==> src/rtl/calendar_bus_reader.sv <==
// calendar_bus_reader: read-side master for the shared calendar databus.
// Scans each time-keeping counter in turn by raising its bus enable, samples
// the databus, converts the sample to two BCD digits with a serial
// shift-add-3 converter and publishes the registered digit pair.
module calendar_bus_reader #(
    parameter int NUM_FIELDS = 3,
    parameter int DATA_W     = 6,
    parameter int SETTLE     = 2,
    parameter int CONTINUOUS = 0
) (
    input  logic                    clk,
    input  logic                    clear_n,
    input  logic                    start,
    input  logic [DATA_W-1:0]       databus,
    output logic [NUM_FIELDS-1:0]   enable,
    output logic [8*NUM_FIELDS-1:0] bcd,
    output logic [NUM_FIELDS-1:0]   field_valid,
    output logic                    frame_done,
    output logic                    busy,
    output logic                    ovf
);

    localparam int IDX_W   = (NUM_FIELDS > 1) ? $clog2(NUM_FIELDS) : 1;
    localparam int CNT_MAX = (SETTLE > DATA_W) ? SETTLE : DATA_W;
    localparam int CNT_W   = $clog2(CNT_MAX + 1);

    localparam logic [CNT_W-1:0] SETTLE_LAST = CNT_W'(SETTLE - 1);
    localparam logic [CNT_W-1:0] CONV_LAST   = CNT_W'(DATA_W - 1);
    localparam logic [IDX_W-1:0] IDX_LAST    = IDX_W'(NUM_FIELDS - 1);
    localparam logic             AUTO_FRAME  = (CONTINUOUS != 0);

    localparam logic [1:0] ST_IDLE    = 2'd0;
    localparam logic [1:0] ST_DRIVE   = 2'd1;
    localparam logic [1:0] ST_CONVERT = 2'd2;
    localparam logic [1:0] ST_WRITE   = 2'd3;

    logic [1:0]        state;
    logic [IDX_W-1:0]  idx;
    logic [CNT_W-1:0]  cnt;

    // Converter datapath: captured sample, tens/units scratch and the
    // hundreds digit reduced to a single "has overflowed" flag.
    logic [DATA_W-1:0] shreg;
    logic [7:0]        scratch;
    logic              hund;

    logic [7:0]        adj;
    logic [7:0]        next_scratch;
    logic              carry;
    logic              conv_over;

    // Add 3 to every BCD digit that is 5 or more before the next shift.
    function automatic logic [7:0] add3(input logic [7:0] d);
        logic [3:0] tens;
        logic [3:0] units;
        tens  = d[7:4];
        units = d[3:0];
        if (tens >= 4'd5)
            tens = tens + 4'd3;
        if (units >= 4'd5)
            units = units + 4'd3;
        return {tens, units};
    endfunction

    // Values of 100 or more cannot be shown in two digits: clamp to 99.
    function automatic logic [7:0] sat99(input logic over, input logic [7:0] d);
        return over ? 8'h99 : d;
    endfunction

    // One double-dabble step: adjust, then shift in the next sample bit MSB
    // first; a bit leaving the tens digit means a nonzero hundreds digit.
    always_comb begin
        adj          = add3(scratch);
        carry        = adj[7];
        next_scratch = {adj[6:0], shreg[DATA_W-1]};
        conv_over    = hund | carry;
    end

    // Scan sequencer and published digit/overflow registers.
    always_ff @(posedge clk or negedge clear_n) begin
        if (!clear_n) begin
            state <= ST_IDLE;
            idx   <= '0;
            cnt   <= '0;
            bcd   <= '0;
            ovf   <= 1'b0;
        end else begin
            case (state)
                ST_IDLE: begin
                    if (start || AUTO_FRAME) begin
                        state <= ST_DRIVE;
                        idx   <= '0;
                        cnt   <= '0;
                        ovf   <= 1'b0;
                    end
                end
                ST_DRIVE: begin
                    if (cnt == SETTLE_LAST) begin
                        state <= ST_CONVERT;
                        cnt   <= '0;
                    end else begin
                        cnt <= cnt + CNT_W'(1);
                    end
                end
                ST_CONVERT: begin
                    if (cnt == CONV_LAST) begin
                        // The final step result is written directly so the
                        // new digits are visible during the WRITE cycle.
                        state <= ST_WRITE;
                        for (int i = 0; i < NUM_FIELDS; i++) begin
                            if (idx == IDX_W'(i))
                                bcd[8*i +: 8] <= sat99(conv_over, next_scratch);
                        end
                        if (conv_over)
                            ovf <= 1'b1;
                    end else begin
                        cnt <= cnt + CNT_W'(1);
                    end
                end
                ST_WRITE: begin
                    if (idx == IDX_LAST) begin
                        state <= ST_IDLE;
                    end else begin
                        idx   <= idx + IDX_W'(1);
                        cnt   <= '0;
                        state <= ST_DRIVE;
                    end
                end
                default: state <= ST_IDLE;
            endcase
        end
    end

    // Converter datapath: capture on the last DRIVE edge, shift during CONVERT.
    always_ff @(posedge clk) begin
        if (state == ST_DRIVE && cnt == SETTLE_LAST) begin
            shreg   <= databus;
            scratch <= '0;
            hund    <= 1'b0;
        end else if (state == ST_CONVERT) begin
            shreg   <= shreg << 1;
            scratch <= next_scratch;
            hund    <= conv_over;
        end
    end

    // Status outputs decoded from the registered state, so reset clears them
    // immediately and enable can never be multi-hot.
    always_comb begin
        enable      = (state == ST_DRIVE) ? (NUM_FIELDS'(1) << idx) : '0;
        field_valid = (state == ST_WRITE) ? (NUM_FIELDS'(1) << idx) : '0;
        frame_done  = (state == ST_WRITE) && (idx == IDX_LAST);
        busy        = (state != ST_IDLE);
    end

endmodule

==> config.mk <==
export PLATFORM = sky130hd
export DESIGN_NAME = calendar_bus_reader
export DESIGN_NICKNAME = d
export VERILOG_FILES = /design/src/rtl/calendar_bus_reader.sv
export SDC_FILE = /design/constraint.sdc
export NUM_CORES = 1
export LEC_CHECK = 0
export CORE_MARGIN = 2
export CORE_UTILIZATION = 28
export CTS_CLUSTER_DIAMETER = 30
export DETAILED_ROUTE_END_ITERATION = 8
export DONT_BUFFER_PORTS = 1
export GPL_TIMING_DRIVEN = 0
export HOLD_SLACK_MARGIN = 0.02
export PLACE_DENSITY = 0.52
export SLEW_MARGIN = 20
export SYNTH_ARGS = -nofsm -noshare
export SYNTH_HDL_FRONTEND = slang
export SYNTH_SLANG_ARGS = --single-unit
==> constraint.sdc <==
create_clock -name clk -period 3.5 [get_ports clk]
set_input_delay 0.35 -clock clk [delete_from_list [all_inputs] [get_ports clk]]
set_output_delay 0.35 -clock clk [all_outputs]
set_load 0.01 [all_outputs]
== After elaboration in Yosys (flattened, before gate mapping) ==
Cells that the tools add are included.

* Input port bits: 9
* Word-level logic and storage cells: 70
* Bits in registers: 47

* Bitwise logic cells: 1
* Equality and inequality tests: 13
* $lt $le $gt $ge: 2
* Reductions and logical operators: 15
* $add $sub $neg: 4
* Shifts and indexed selects: 1
* Mux-type cells: 24

{| class="wikitable"
|+ Operators by type and width
! operator !! number
|-
| 3-bit 2-to-1 mux || 6
|-
| 3-bit AND reduction || 6
|-
| 6-bit 2-to-1 mux || 2
|-
| 2-bit != test (second input constant) || 6
|-
| 3-bit one-hot mux with 4 select lines || 1
|-
| 2-bit 2-to-1 mux || 5
|-
| 4-bit by 2-bit adder with 4-bit output (second input constant) || 2
|-
| 4-bit by 3-bit >= comparator with 1-bit output (second input constant) || 2
|-
| 4-bit 2-to-1 mux || 2
|-
| 8-bit 2-to-1 mux || 1
|-
| 2-bit one-hot mux with 4 select lines || 1
|-
| 2-bit nonzero test || 4
|-
| 2-bit equality test (second input constant) || 3
|-
| 2-bit by 1-bit equality test with 1-bit output (second input constant) || 2
|-
| 2-bit zero test || 2
|-
| 1-bit 2-to-1 mux || 4
|-
| 2-bit one-hot mux with 2 select lines || 1
|-
| 4-bit AND reduction || 1
|-
| 3-bit by 1-bit adder with 3-bit output (second input constant) || 1
|-
| 3-bit by 1-bit equality test with 1-bit output (second input constant) || 1
|-
| 3-bit equality test (second input constant) || 1
|-
| 1-bit by 2-bit left shift with 3-bit output (first input constant) || 1
|-
| 2-bit by 1-bit adder with 2-bit output (second input constant) || 1
|-
| 1-bit logical AND || 2
|-
| other kinds (2) || 2
|}

== Logic depth before layout (Yosys ltp) ==
* Depth in word-level cells: 6
* Depth in mapped cells: 8
* Mapped depth without buffers: 6

== Worst setup path after synthesis ==
OpenSTA, ideal clock, no wires.

* Kind: reg-to-reg
* From: reg idx[0]
* To: reg cnt[0]
* Path buffers: 1
* Library setup time: 64 ps
* Period minus slack after synthesis: 1824 ps
* Setup slack: 1676 ps
* Data arrival time: 1760 ps
* Cell stages (with the launch flop): 8
* Path through: dfrtp_1 > inv_1 > ha_1 > buf_4 > and2_1 > or3_1 > nor3b_2 > mux2_2

* Word-level cells in the longest chain between the ends: 3

{| class="wikitable"
|+ RTL lines
! what !! line !! RTL
|-
| start: declaration || 38 || <nowiki>logic [IDX_W-1:0] idx;</nowiki>
|-
| start signal: assignment || 124 || <nowiki>idx <= idx + IDX_W'(1);</nowiki>
|-
| 2-bit equality test || 121 || <nowiki>if (idx == IDX_LAST) begin</nowiki>
|-
| 2-bit != test (no line) || - ||
|-
| 3-bit AND reduction (no line) || - ||
|-
| end signal: assignment || 102 || <nowiki>cnt <= cnt + CNT_W'(1);</nowiki>
|-
| end signal: assignment || 117 || <nowiki>cnt <= cnt + CNT_W'(1);</nowiki>
|-
| end: declaration || 39 || <nowiki>logic [CNT_W-1:0] cnt;</nowiki>
|}

Every way passes these cells.
A chain may end at the register's enable or synchronous reset.

== Worst setup path in the final report ==
* From: reg state[0]
* To: reg shreg[5], enable pin

* Word-level cells in the longest chain between the ends: 3

{| class="wikitable"
|+ RTL lines
! what !! line !! RTL
|-
| start: declaration || 37 || <nowiki>logic [1:0] state;</nowiki>
|-
| start signal: assignment || 82 || <nowiki>state <= ST_IDLE;</nowiki>
|-
| start signal: assignment || 91 || <nowiki>state <= ST_DRIVE;</nowiki>
|-
| start signal: assignment || 99 || <nowiki>state <= ST_CONVERT;</nowiki>
|-
| 2-bit by 1-bit equality test with 1-bit output || 136 || <nowiki>if (state == ST_DRIVE && cnt == SETTLE_LAST) begin</nowiki>
|-
| 1-bit logical AND || 136 ||
|-
| 2-bit nonzero test (no line) * || - ||
|-
| end signal: assignment || 137 || <nowiki>shreg <= databus;</nowiki>
|-
| end signal: assignment || 141 || <nowiki>shreg <= shreg << 1;</nowiki>
|-
| end: declaration || 43 || <nowiki>logic [DATA_W-1:0] shreg;</nowiki>
|}

Mark *: on every way between the ends. The rest lies on a longest branch, timed or not.

==> results.json <==
{
  "initial_core_util_pct": 29.1,
  "cp_common_cell": "clkbuf_1",
  "powerDensity_nw_per_um2": 858,
  "synthesis.area_sq_um": 2420,
  "vias": 1728,
  "cpMaxStageDelayCell": "clkbuf_1",
  "syn_nets": 263,
  "insertion_delay_ns": 0.31,
  "outcome": "completed",
  "path_class": "reg -> reg",
  "pwr-share-clk_pct": 17.8,
  "grt_pass1_vias": 1682,
  "clkSlewWorstSetupHoldPaths_ns": 0.09,
  "fin_crit_sh_pct": 61.1,
  "fin_ws_ns": 1.36,
  "fin_nets": 272,
  "drt_first_pass_iters": 4,
  "gp_congestion": 0.743,
  "nFillCells": 858,
  "peakVddDrop_mv": 0.383,
  "grt_max_degree": 33,
  "post_route_cells_drive_above_1_share_pct": 11.6,
  "root_buffer": "clkbuf_8",
  "slowest_delay_ns": 0.44,
  "postCtsSetupBuffers": 0,
  "die_h_microns": 96.9,
  "pre_cts_slack_ns": 1.38,
  "synth-edff-count": 6,
  "dp_hpwl_microns": 3860,
  "num_rows": 33,
  "drc_errors": 0,
  "routed_wl_microns": 5190,
  "synthCells": 241,
  "cts_max_level": 2,
  "cp_cell_sequence": "inv_1 > ha_1 > clkbuf_1 > clkbuf_1 > or2_2",
  "cts_tree": "yes",
  "via_per_inst": 4.85,
  "arrival_ns": 2.15,
  "async_flop_share_pct": 68.1,
  "synthDistinctLibCells": 45,
  "drv_slew": 0,
  "diodes": 0,
  "max-cap-violations": 0,
  "comb_power_share_pct": 43.4,
  "p_int_mw": 1.36,
  "finalSetupViolations": 0,
  "die_w_microns": 96.9,
  "grt_util_all_layers_pct": 11.5,
  "ys.flop_type": "dfrtp_1",
  "p_seq_share_pct": 38.7,
  "wl_per_cell_microns": 14.6,
  "swShare_pct": 41.1,
  "numCtsBuffers": 5,
  "critPathTopFamily": "buffers and inverters",
  "io_buffers": 0,
  "ys_seq_area_share_pct": 48.0,
  "die_area_sq_um": 9390,
  "syn_area_per_cell_sq_um": 10.0,
  "clk_path_buf_depth": 2,
  "finalCriticalPeriod_ns": 2.14,
  "hold_violations": 0,
  "critPathCaptureType": "flop",
  "ys_seq_elements": 47,
  "cp-start-kind": "flop",
  "gr-total-overflow": 0,
  "switchingPower_uw": 949,
  "area_growth_pct": 11.3,
  "worst_slew_pin_slew_ns": 0.479,
  "io_pins": 42,
  "final_antenna_net_count": 0,
  "rsz0062_at_grt": "false",
  "core-area_sq_um": 8300,
  "critPathBufInv": 3,
  "slew_headroom_pct": 68.1,
  "fin_skew_ns": 0.0136,
  "fmaxAchievable_mhz": 468,
  "stdcell_count": 356,
  "finalSetupTns_ns": 0,
  "power_mw": 2.31,
  "crit_fanout": 10,
  "place_inst": 346,
  "min_path_type": "in -> reg",
  "yosysWarnings": 0,
  "clock_sinks": 47,
  "grt_pass1_wl_microns": 8710,
  "required_ns": 3.52,
  "antenna_found_initial": 0,
  "power_leakage_nw": 1.17,
  "drtIter0Drc": 41
}
==> registers in the layout (all words and copies together), names as in the netlist <==
register / cells
bcd: 24
cnt: 3
hund: 1
idx: 2
ovf: 1
scratch: 8
shreg: 6
state: 2
==> path summary, 6_finish.rpt <==
check,from,end,slack [ns],cells past startpoint
max,state[0]$_DFFE_PN0P_,shreg[5]$_DFFE_PP_,1.36,5
min,databus[0],shreg[0]$_SDFFCE_PN0P_,0.24,1
max reg2reg,state[0]$_DFFE_PN0P_,shreg[5]$_DFFE_PP_,1.36,5
min reg2reg,hund$_SDFFE_PP0P_,hund$_SDFFE_PP0P_,0.46,2
max in group asynchronous,clear_n,state[1]$_DFFE_PN0P_,2.83,2
min in group asynchronous,clear_n,bcd[14]$_DFFE_PN0P_,0.48,2
==> cell usage after synthesis, drive strengths merged, types with 2 or more instances <==
cell	count	area [sq um]
nand2	35	134
dfrtp	32	801
o21ai	17	88.8
ha	13	163
inv	13	48.8
and2	12	76.3
o31ai	12	90.1
a21oi	11	55.1
dfxtp	9	180
nand2b	8	50.1
nor2	8	30.0
buf	7	71.3
mux2	7	78.8
edfxtp	6	180
a31oi	5	31.3
clkbuf	5	18.8
nor3b	5	47.5
a211o	4	38.8
nand3	4	20.0
nor3	4	20.0
a211oi	3	22.5
a21o	3	22.5
a41oi	3	26.3
a22o	2	17.5
and3	2	12.5
or2	2	15.0
==> layout make-up <==
class	instances	area, sq um	area share, %
buffer	12	90.1	3.35
sequential	47	1160	43.1
tap	105	131	4.88
inverter	13	48.8	1.81
timing repair buffer	2	30.0	1.12
clock buffer	5	68.8	2.56
clock inverter	3	43.8	1.63
multi-input combinational	169	1120	41.5
==> repair_timing <==
item	in CTS	in global routing
resized for setup	0	0
endpoints found under the setup margin	0	0
hold endpoints to repair	32	0
hold buffers	2	0
==> power by group through the flow <==
stage | clock [mW] | combinational (mW) | sequential (mW)
after CTS | 0.426 | 1.02 | 0.896
after global routing | 0.449 | 1.15 | 0.923
after floorplan | 0 | 0.795 | 0.865
after global placement | 0 | 0.978 | 0.904
final | 0.411 | 1.00 | 0.895
after detailed placement | 0 | 1.00 | 0.908
==> placed cells by master (no fill, tap or decap), types with 3 or more instances in the layout <==
cell      count
nand2b_1      8
a211o_2       3
o21ai_0      14
clkbuf_1      5
a41oi_1       3
inv_1        13
o31ai_1      12
nor3_1        4
and2_0        3
clkbuf_8      5
buf_6         5
and2_1        8
ha_1         13
edfxtp_1      6
a21oi_1      11
nor2_1        8
dfxtp_1       9
dfrtp_1      32
a211oi_1      3
mux2_1        5
nand3_1       4
a31oi_1       5
nand2_1      34
a21o_1        3
nor3b_1       3
==> routing by layer <==
metal  GRT usage (%)  part of all wire, %
met1            15.2                   48
met4            3.47                  1.4
met2            17.4                   44
met3            4.26                  6.5
met5               0                    0
==> metrics by stage <==
step | hold WS [ns] | instance area [sq um] | util (%)
CTS | 0.240 | 2690 | 32.4
floorplan | 0.0544 | 2420 | -
finish | 0.243 | 2690 | 32.4
global placement | 0.0552 | 2550 | 30.7
detailed placement | 0.0554 | 2550 | 30.7
global route | 0.226 | 2690 | 32.4
==> logic make-up after synthesis <==
family                     count (synthesis)  synth area share (%)
AOI/OAI and AO/OA                         64                  17.9
adders and majority gates                 13                  6.73
buffers and inverters                     25                  5.75
DFF                                       47                  48.0
muxes                                      8                  3.67
and+or+nand+nor                           84                  18.0
Note: power is estimated with default switching activity, not from simulation.
